File: config.mk
export PLATFORM = sky130hd
export DESIGN_NAME = mem_port_arbiter
export DESIGN_NICKNAME = d
export VERILOG_FILES = /design/src/rtl/mem_port_arbiter_pkg.sv /design/src/rtl/mem_port_arbiter.sv
export SDC_FILE = /design/constraint.sdc
export NUM_CORES = 1
export LEC_CHECK = 0
export CAP_MARGIN = 5
export CORE_AREA = 2 2 123 125
export CTS_CLUSTER_DIAMETER = 30
export CTS_CLUSTER_SIZE = 30
export DETAILED_ROUTE_END_ITERATION = 6
export DIE_AREA = 0 0 125 127
export PLACE_DENSITY = 0.81
export SYNTH_ARGS = -nofsm -noshare
export SYNTH_HDL_FRONTEND = slang
export SYNTH_SLANG_ARGS = --single-unit
export TNS_END_PERCENT = 20
File: constraint.sdc
create_clock -name clk -period 2.05 [get_ports clk]
set_input_delay 0.41 -clock clk [delete_from_list [all_inputs] [get_ports clk]]
set_output_delay 0.41 -clock clk [all_outputs]
set_load 0.02 [all_outputs]
File: src/rtl/mem_port_arbiter_pkg.sv
// Shared types and defaults for the fetch/data memory port arbiter.
package mem_port_arbiter_pkg;

  localparam int unsigned AW_DEF   = 32;
  localparam int unsigned DW_DEF   = 32;
  localparam int unsigned STARVE_W = 4;

  typedef enum logic [1:0] {
    ST_IDLE  = 2'd0,
    ST_IBUSY = 2'd1,
    ST_DBUSY = 2'd2,
    ST_RESP  = 2'd3
  } arb_state_e;

  // Saturating increment of the fetch starvation counter.
  function automatic logic [STARVE_W-1:0] starve_inc(
    input logic [STARVE_W-1:0] cnt,
    input logic [STARVE_W-1:0] max_cnt
  );
    return (cnt >= max_cnt) ? max_cnt : cnt + STARVE_W'(1);
  endfunction

endpackage

File: src/rtl/mem_port_arbiter.sv
// Shares one single-ported memory between the fetch and data ports.
// Data wins ties unless a live fetch has already been passed over
// MAX_STARVE times in a row.
module mem_port_arbiter
  import mem_port_arbiter_pkg::*;
#(
  parameter int unsigned AW         = AW_DEF,
  parameter int unsigned DW         = DW_DEF,
  parameter int unsigned MAX_STARVE = 4
) (
  input  logic          clk,
  input  logic          rst_n,
  // fetch port
  input  logic          i_req,
  input  logic [AW-1:0] i_addr,
  input  logic          i_abort,
  output logic          i_done,
  output logic [DW-1:0] i_rdata,
  // data port
  input  logic          d_req,
  input  logic          d_we,
  input  logic [AW-1:0] d_addr,
  input  logic [DW-1:0] d_wdata,
  output logic          d_done,
  output logic [DW-1:0] d_rdata,
  // hazard unit
  output logic          stall_if,
  output logic          stall_mem,
  // memory side
  output logic          m_req,
  output logic          m_we,
  output logic [AW-1:0] m_addr,
  output logic [DW-1:0] m_wdata,
  input  logic          m_ack,
  input  logic [DW-1:0] m_rdata
);

  localparam logic [STARVE_W-1:0] MAX_CNT = STARVE_W'(MAX_STARVE);

  arb_state_e          state_q,   state_d;
  logic                abort_q,   abort_d;
  logic [STARVE_W-1:0] starve_q,  starve_d;
  logic                m_req_q,   m_req_d;
  logic                m_we_q,    m_we_d;
  logic [AW-1:0]       m_addr_q,  m_addr_d;
  logic [DW-1:0]       m_wdata_q, m_wdata_d;
  logic                i_done_q,  i_done_d;
  logic [DW-1:0]       i_rdata_q, i_rdata_d;
  logic                d_done_q,  d_done_d;
  logic [DW-1:0]       d_rdata_q, d_rdata_d;

  logic fetch_live;
  logic grant_data;
  logic grant_fetch;
  logic fetch_killed;

  // Next-state, grant selection, starvation bookkeeping and response capture.
  always_comb begin
    state_d      = state_q;
    abort_d      = abort_q;
    starve_d     = starve_q;
    m_req_d      = m_req_q;
    m_we_d       = m_we_q;
    m_addr_d     = m_addr_q;
    m_wdata_d    = m_wdata_q;
    i_done_d     = 1'b0;
    i_rdata_d    = i_rdata_q;
    d_done_d     = 1'b0;
    d_rdata_d    = d_rdata_q;

    fetch_live   = i_req & ~i_abort;
    grant_data   = d_req & ~(i_req & (starve_q == MAX_CNT));
    grant_fetch  = ~grant_data & fetch_live;
    // an abort arriving together with the ack still kills the response
    fetch_killed = abort_q | i_abort;

    unique case (state_q)
      ST_IDLE: begin
        if (grant_data) begin
          state_d   = ST_DBUSY;
          m_req_d   = 1'b1;
          m_we_d    = d_we;
          m_addr_d  = d_addr;
          m_wdata_d = d_wdata;
          if (fetch_live) begin
            starve_d = starve_inc(starve_q, MAX_CNT);
          end else if (!i_req) begin
            starve_d = '0;
          end
        end else if (grant_fetch) begin
          state_d   = ST_IBUSY;
          m_req_d   = 1'b1;
          m_we_d    = 1'b0;
          m_addr_d  = i_addr;
          m_wdata_d = '0;
          starve_d  = '0;
        end else if (!i_req) begin
          starve_d = '0;
        end
      end

      ST_IBUSY: begin
        if (i_abort) begin
          abort_d = 1'b1;
        end
        if (m_ack) begin
          state_d = ST_RESP;
          m_req_d = 1'b0;
          m_we_d  = 1'b0;
          if (!fetch_killed) begin
            i_done_d  = 1'b1;
            i_rdata_d = m_rdata;
          end
        end
      end

      ST_DBUSY: begin
        if (m_ack) begin
          state_d  = ST_RESP;
          m_req_d  = 1'b0;
          m_we_d   = 1'b0;
          d_done_d = 1'b1;
          if (!m_we_q) begin
            d_rdata_d = m_rdata;
          end
        end
      end

      ST_RESP: begin
        state_d = ST_IDLE;
        abort_d = 1'b0;
      end

      default: begin
        state_d = ST_IDLE;
      end
    endcase
  end

  // State and output registers.
  always_ff @(posedge clk or negedge rst_n) begin
    if (!rst_n) begin
      state_q   <= ST_IDLE;
      abort_q   <= 1'b0;
      starve_q  <= '0;
      m_req_q   <= 1'b0;
      m_we_q    <= 1'b0;
      m_addr_q  <= '0;
      m_wdata_q <= '0;
      i_done_q  <= 1'b0;
      i_rdata_q <= '0;
      d_done_q  <= 1'b0;
      d_rdata_q <= '0;
    end else begin
      state_q   <= state_d;
      abort_q   <= abort_d;
      starve_q  <= starve_d;
      m_req_q   <= m_req_d;
      m_we_q    <= m_we_d;
      m_addr_q  <= m_addr_d;
      m_wdata_q <= m_wdata_d;
      i_done_q  <= i_done_d;
      i_rdata_q <= i_rdata_d;
      d_done_q  <= d_done_d;
      d_rdata_q <= d_rdata_d;
    end
  end

  assign m_req   = m_req_q;
  assign m_we    = m_we_q;
  assign m_addr  = m_addr_q;
  assign m_wdata = m_wdata_q;
  assign i_done  = i_done_q;
  assign i_rdata = i_rdata_q;
  assign d_done  = d_done_q;
  assign d_rdata = d_rdata_q;

  // Stalls follow the live request; forced low while reset is held.
  assign stall_if  = rst_n & i_req & ~i_done_q;
  assign stall_mem = rst_n & d_req & ~d_done_q;

endmodule
# Word-level counts from Yosys, hierarchy flattened
# Cells that the tools add are included.
[op_classes]
n_bitwise = 16
mux = 27
magnitude_cmp = 1
eq_ne = 7
add_sub_neg = 1
reduce_logical = 11
[op_table]
columns = ["cell", "n"]
rows = [
  ["two-way mux 32 bit", 4],
  ["two-way mux 4 bit", 5],
  ["two-way mux 1 bit", 11],
  ["AND reduction 3 bit", 3],
  ["bitwise AND 1 bit", 8],
  ["NOT 1 bit", 7],
  ["two-way mux 2 bit", 3],
  ["case mux 1 bit (2 select lines)", 3],
  ["case mux 2 bit (3 select lines)", 1],
  ["AND reduction 2 bit", 3],
  ["nonzero test 2 bit", 3],
  ["adder 4 x 1 -> 4 bit, second input constant", 1],
  ["equality test 2 bit, second input constant", 2],
  ["equality test 4 x 3 -> 1 bit, second input constant", 1],
  [">= comparator 4 x 3 -> 1 bit, second input constant", 1],
  ["!= test 3 bit, second input constant", 1],
  ["equality test 2 x 1 -> 1 bit, second input constant", 1],
  ["zero test 2 bit", 1],
  ["!= test 2 x 1 -> 1 bit, second input constant", 1],
  ["!= test 2 bit, second input constant", 1],
  ["OR reduction 2 bit", 1],
  ["OR 1 bit", 1],
]
[totals]
ff_bits = 139
inputBits = 135
wordCells = 74
output_inout_bits = 134

# Depth between registers and ports, before layout
[logic_depth]
word_depth = 9
mapped_depth = 8
ltp_nobuf = 6

# Worst setup path after synthesis
# Ideal clock, no wire load.
[synth_timing]
path_type = "register -> register"
start = "register state_q[0]"
end = "register m_addr_q[26], in the netlist m_addr[26]"
path_stages_with_launch = 8
setup_ps = 123
period_less_slack_ps = 1685
n_path_buf = 2
path_slack_ps = 365
arrival_ps = 1562
required_ps = 1927
path_cell_list = "dfrtp_1 -> inv_1 -> ha_1 -> nand3b_1 -> clkbuf_1 -> buf_4 -> or3_1 -> o221a_2"
[synth_between]
elab_chain_len = 2
[synth_rtl]
columns = ["element", "line", "source"]
rows = [
  ["start, declared", "mem_port_arbiter.sv:40", "arb_state_e state_q, state_d;"],
  ["start signal, assigned", "mem_port_arbiter.sv:155", "state_q <= state_d;"],
  ["zero test 2 bit", "mem_port_arbiter.sv:77", "unique case (state_q)"],
  ["AND reduction 2 bit (no source line)", "-", ""],
  ["end signal, assigned", "mem_port_arbiter.sv:160", "m_addr_q <= m_addr_d;"],
  ["end, declared", "mem_port_arbiter.sv:45", "logic [AW-1:0] m_addr_q, m_addr_d;"],
]
# Every way passes these cells.
# A chain may end at the register's enable or synchronous reset.

# Worst setup path in the final report
[layout_timing]
start = "register state_q[0]"
end = "register m_addr_q[4], in the netlist m_addr[4]"
# Same word-level chain as after synthesis.

==> results.cfg <==
[status]
outcome = completed

[clock_tree]
clk_pin_slew_ns = 0.06
cts.path.max_buffers = 2
clk_latency_ns = 0.41
htreeDepth = 4
cts_setup_buffers = 0
numCtsBuffers = 17
cts_sinks = 139
cts_tree = done
cts-root-buf = clkbuf_16

[global_route]
grt_pass1_vias = 5147
grt_usage_pct = 21.2
overflow = 0
grt_start_max_net_pins = 60
grt_antenna_before_repair = 0
grt_pass1_wl_mm = 26.8

[placed_design]
io_buffers = 268
place_ws_ns = -0.0884
place.gp.congestion = 0.794
hpwl_mm = 12.1

[min_path]
min_path_type = in -> async

[timing]
drv_slew = 0
setup_slack_ns = 0.140
min_period_ns = 1.91
fmax_ghz = 0.523
setup_tns_ns = 0
clock_skew_ns = 0.0113
rsz0062_at_grt = no
slew_headroom_pct = 51.6
setup_violations = 0
post-route-period-util_pct = 93.2
hold_violations = 0
tightest_slew_ns = 0.725

[logic_synthesis]
syn_inst = 452
yosys_register_bits = 139
synth.area.top_cells = dfrtp_1, mux2_2, o221a_2, nand2_1, or3_1
synth_nets = 594
syn_area_per_cell_um2 = 12.7
synth.distinct_cells = 32
syn_area_mm2 = 0.00574
synth_warnings = 0
seq_area_frac_synth_pct = 60.6
synth_top_area_share_pct = 60.6
yosysTopAreaCell = dfrtp_1

[cells_and_area]
drive_above_1_share_pct = 21.1
n_fill_cell = 1082
mostFrequentLayoutCell = clkdlybuf4s50_1
area_delta_synth_final_pct = 63.6
fin_nets = 872
diodes = 0
mostFrequentLayoutCells = clkdlybuf4s50_1, dfrtp_1, nand2_1

[floorplanning]
num_rows = 44
die_h_um = 127
core_area_mm2 = 0.0144
die_x_um = 125
initial_core_util_pct = 39.8
io_pins = 269
die_area_mm2 = 0.0159

[setup_path]
r2r_cells = 6
critPathLaunchType = flop
critPathArrivalTime_ns = 2.20
critPathKind = reg -> reg
worstPathRequired_ns = 2.34
end_kind = flop
path_max_fanout = 35

[power]
intPower_w = 0.00973
p_per_area_mw_per_mm2 = 1580
p_comb_share_pct = 46.5
sw_frac_of_total_pct = 34.5
p_leak_nw = 3.89
ir_worst_vdd_mv = 1.04
p_clk_share_pct = 21.7
finalPower_w = 0.0149
seqPwrFrac_pct = 31.8
p_switching_w = 0.00513

[route]
ant_nets = 0
wl_per_cell_um = 17.8
vias = 4763
drc = 0
drt-pass1-iter-count = 6
vias_per_cell = 5.14
drt_iter0_drc = 197
routed_wl_mm = 16.5

[job]
max-cap-violations = 0
## synthesized netlist by cell type
| library cell | number |
|---|---|
| a21oi_1 | 2 |
| a221oi_1 | 1 |
| a22o_1 | 1 |
| a2bb2oi_1 | 1 |
| and2_1 | 2 |
| and4b_4 | 1 |
| buf_2 | 10 |
| buf_4 | 7 |
| buf_6 | 3 |
| clkbuf_1 | 10 |
| dfrtp_1 | 139 |
| ha_1 | 7 |
| inv_1 | 6 |
| inv_2 | 1 |
| mux2_2 | 65 |
| nand2_1 | 74 |
| nand3_1 | 2 |
| nand3b_1 | 3 |
| nor2_1 | 6 |
| nor2b_1 | 1 |
| nor2b_2 | 1 |
| nor3b_1 | 1 |
| nor4_1 | 1 |
| nor4b_4 | 1 |
| o211ai_1 | 1 |
| o21ai_0 | 35 |
| o21ai_1 | 1 |
| o221a_2 | 33 |
| o2bb2ai_1 | 1 |
| o311ai_0 | 1 |
| or2b_1 | 1 |
| or3_1 | 33 |
## stage by stage
stage	instance area, µm²	util [%]	hold WS, ns	instances
after floorplan	5740	-	0.114	452
after global placement	8740	60.6	0.395	894
after detailed placement	8740	60.6	0.405	894
after CTS	9390	65.1	0.0485	927
after global routing	9390	65.1	0.0649	927
final	9390	65.1	0.0474	927
## power by group through the flow
stage               Combinational (W)  Clock, W  Sequential (W)
CTS                           0.00699   0.00330         0.00473
floorplan                     0.00199         0         0.00618
detailed placement            0.00695         0         0.00476
finish                        0.00692   0.00323         0.00472
global route                  0.00734   0.00344         0.00488
global placement              0.00680         0         0.00467
## per-layer routing
metal,vias to the layer above,routed length (µm),global-route usage (%)
met2,197,8520,37.9
met3,31,1260,7.45
met4,0,391,7.65
met5,-,0,0
met1,2365,6360,23.5
li1,2170,-,-
## worst max-delay path, cell delays in order (launching register included)
cell and delay, ns:
dfrtp_1 0.43, inv_1 0.13, ha_1 0.30, nand3b_1 0.22, buf_12 0.23, or3_1 0.33
o221a_2 0.14
## state kept, by name (all words and copies together) (netlist names)
signal    count
m_addr       32
d_rdata      32
state_q       2
i_rdata      32
m_req         1
starve_q      4
m_we          1
i_done        1
abort_q       1
m_wdata      32
d_done        1
## area by class of cell
type	count	area (µm²)	share of cell area, %
clock buffers	23	508	5.41
clock inverters	9	133	1.41
inverters	7	26.3	0.280
multi-input cells	276	2070	22.0
flip-flops and latches	139	3480	37.1
well taps	184	230	2.45
repair buffers	289	2940	31.3
## kinds of logic (layout without fill, tap and decap cells)
logic type / after synthesis / count (layout) / share of synthesized area, %
flip-flops: 139 / 139 / 60.6
adder cells (fa/ha/maj): 7 / 7 / 1.53
multiplexers: 65 / 65 / 12.8
AO/OA/AOI/OAI: 77 / 77 / 10.7
buffers and inverters: 37 / 328 / 3.49
AND/OR/NAND/NOR: 127 / 127 / 10.9
## worst paths after layout
| kind | start | to | slack, ns |
|---|---|---|---|
| max | state_q[0]$_DFFE_PN0P_ | m_addr[4]$_DFFE_PN0P_ | 0.14 |
| min | rst_n | d_done$_DFF_PN0_ | 0.05 |
| max reg2reg | state_q[0]$_DFFE_PN0P_ | m_addr[4]$_DFFE_PN0P_ | 0.14 |
| min reg2reg | d_rdata[10]$_DFFE_PN0P_ | d_rdata[10]$_DFFE_PN0P_ | 0.50 |
| max in group asynchronous | rst_n | i_rdata[18]$_DFFE_PN0P_ | 0.83 |
| min in group clk | d_rdata[10]$_DFFE_PN0P_ | d_rdata[10]$_DFFE_PN0P_ | 0.50 |
## what timing repair did
action / 4_1_cts / 5_1_grt
setup endpoints to repair: 2 / 0
gates resized for setup: 2 / 0
hold buffers: 1 / 0
endpoints found under the hold margin: 12 / 0
Note: power is estimated with default switching activity, not from simulation.
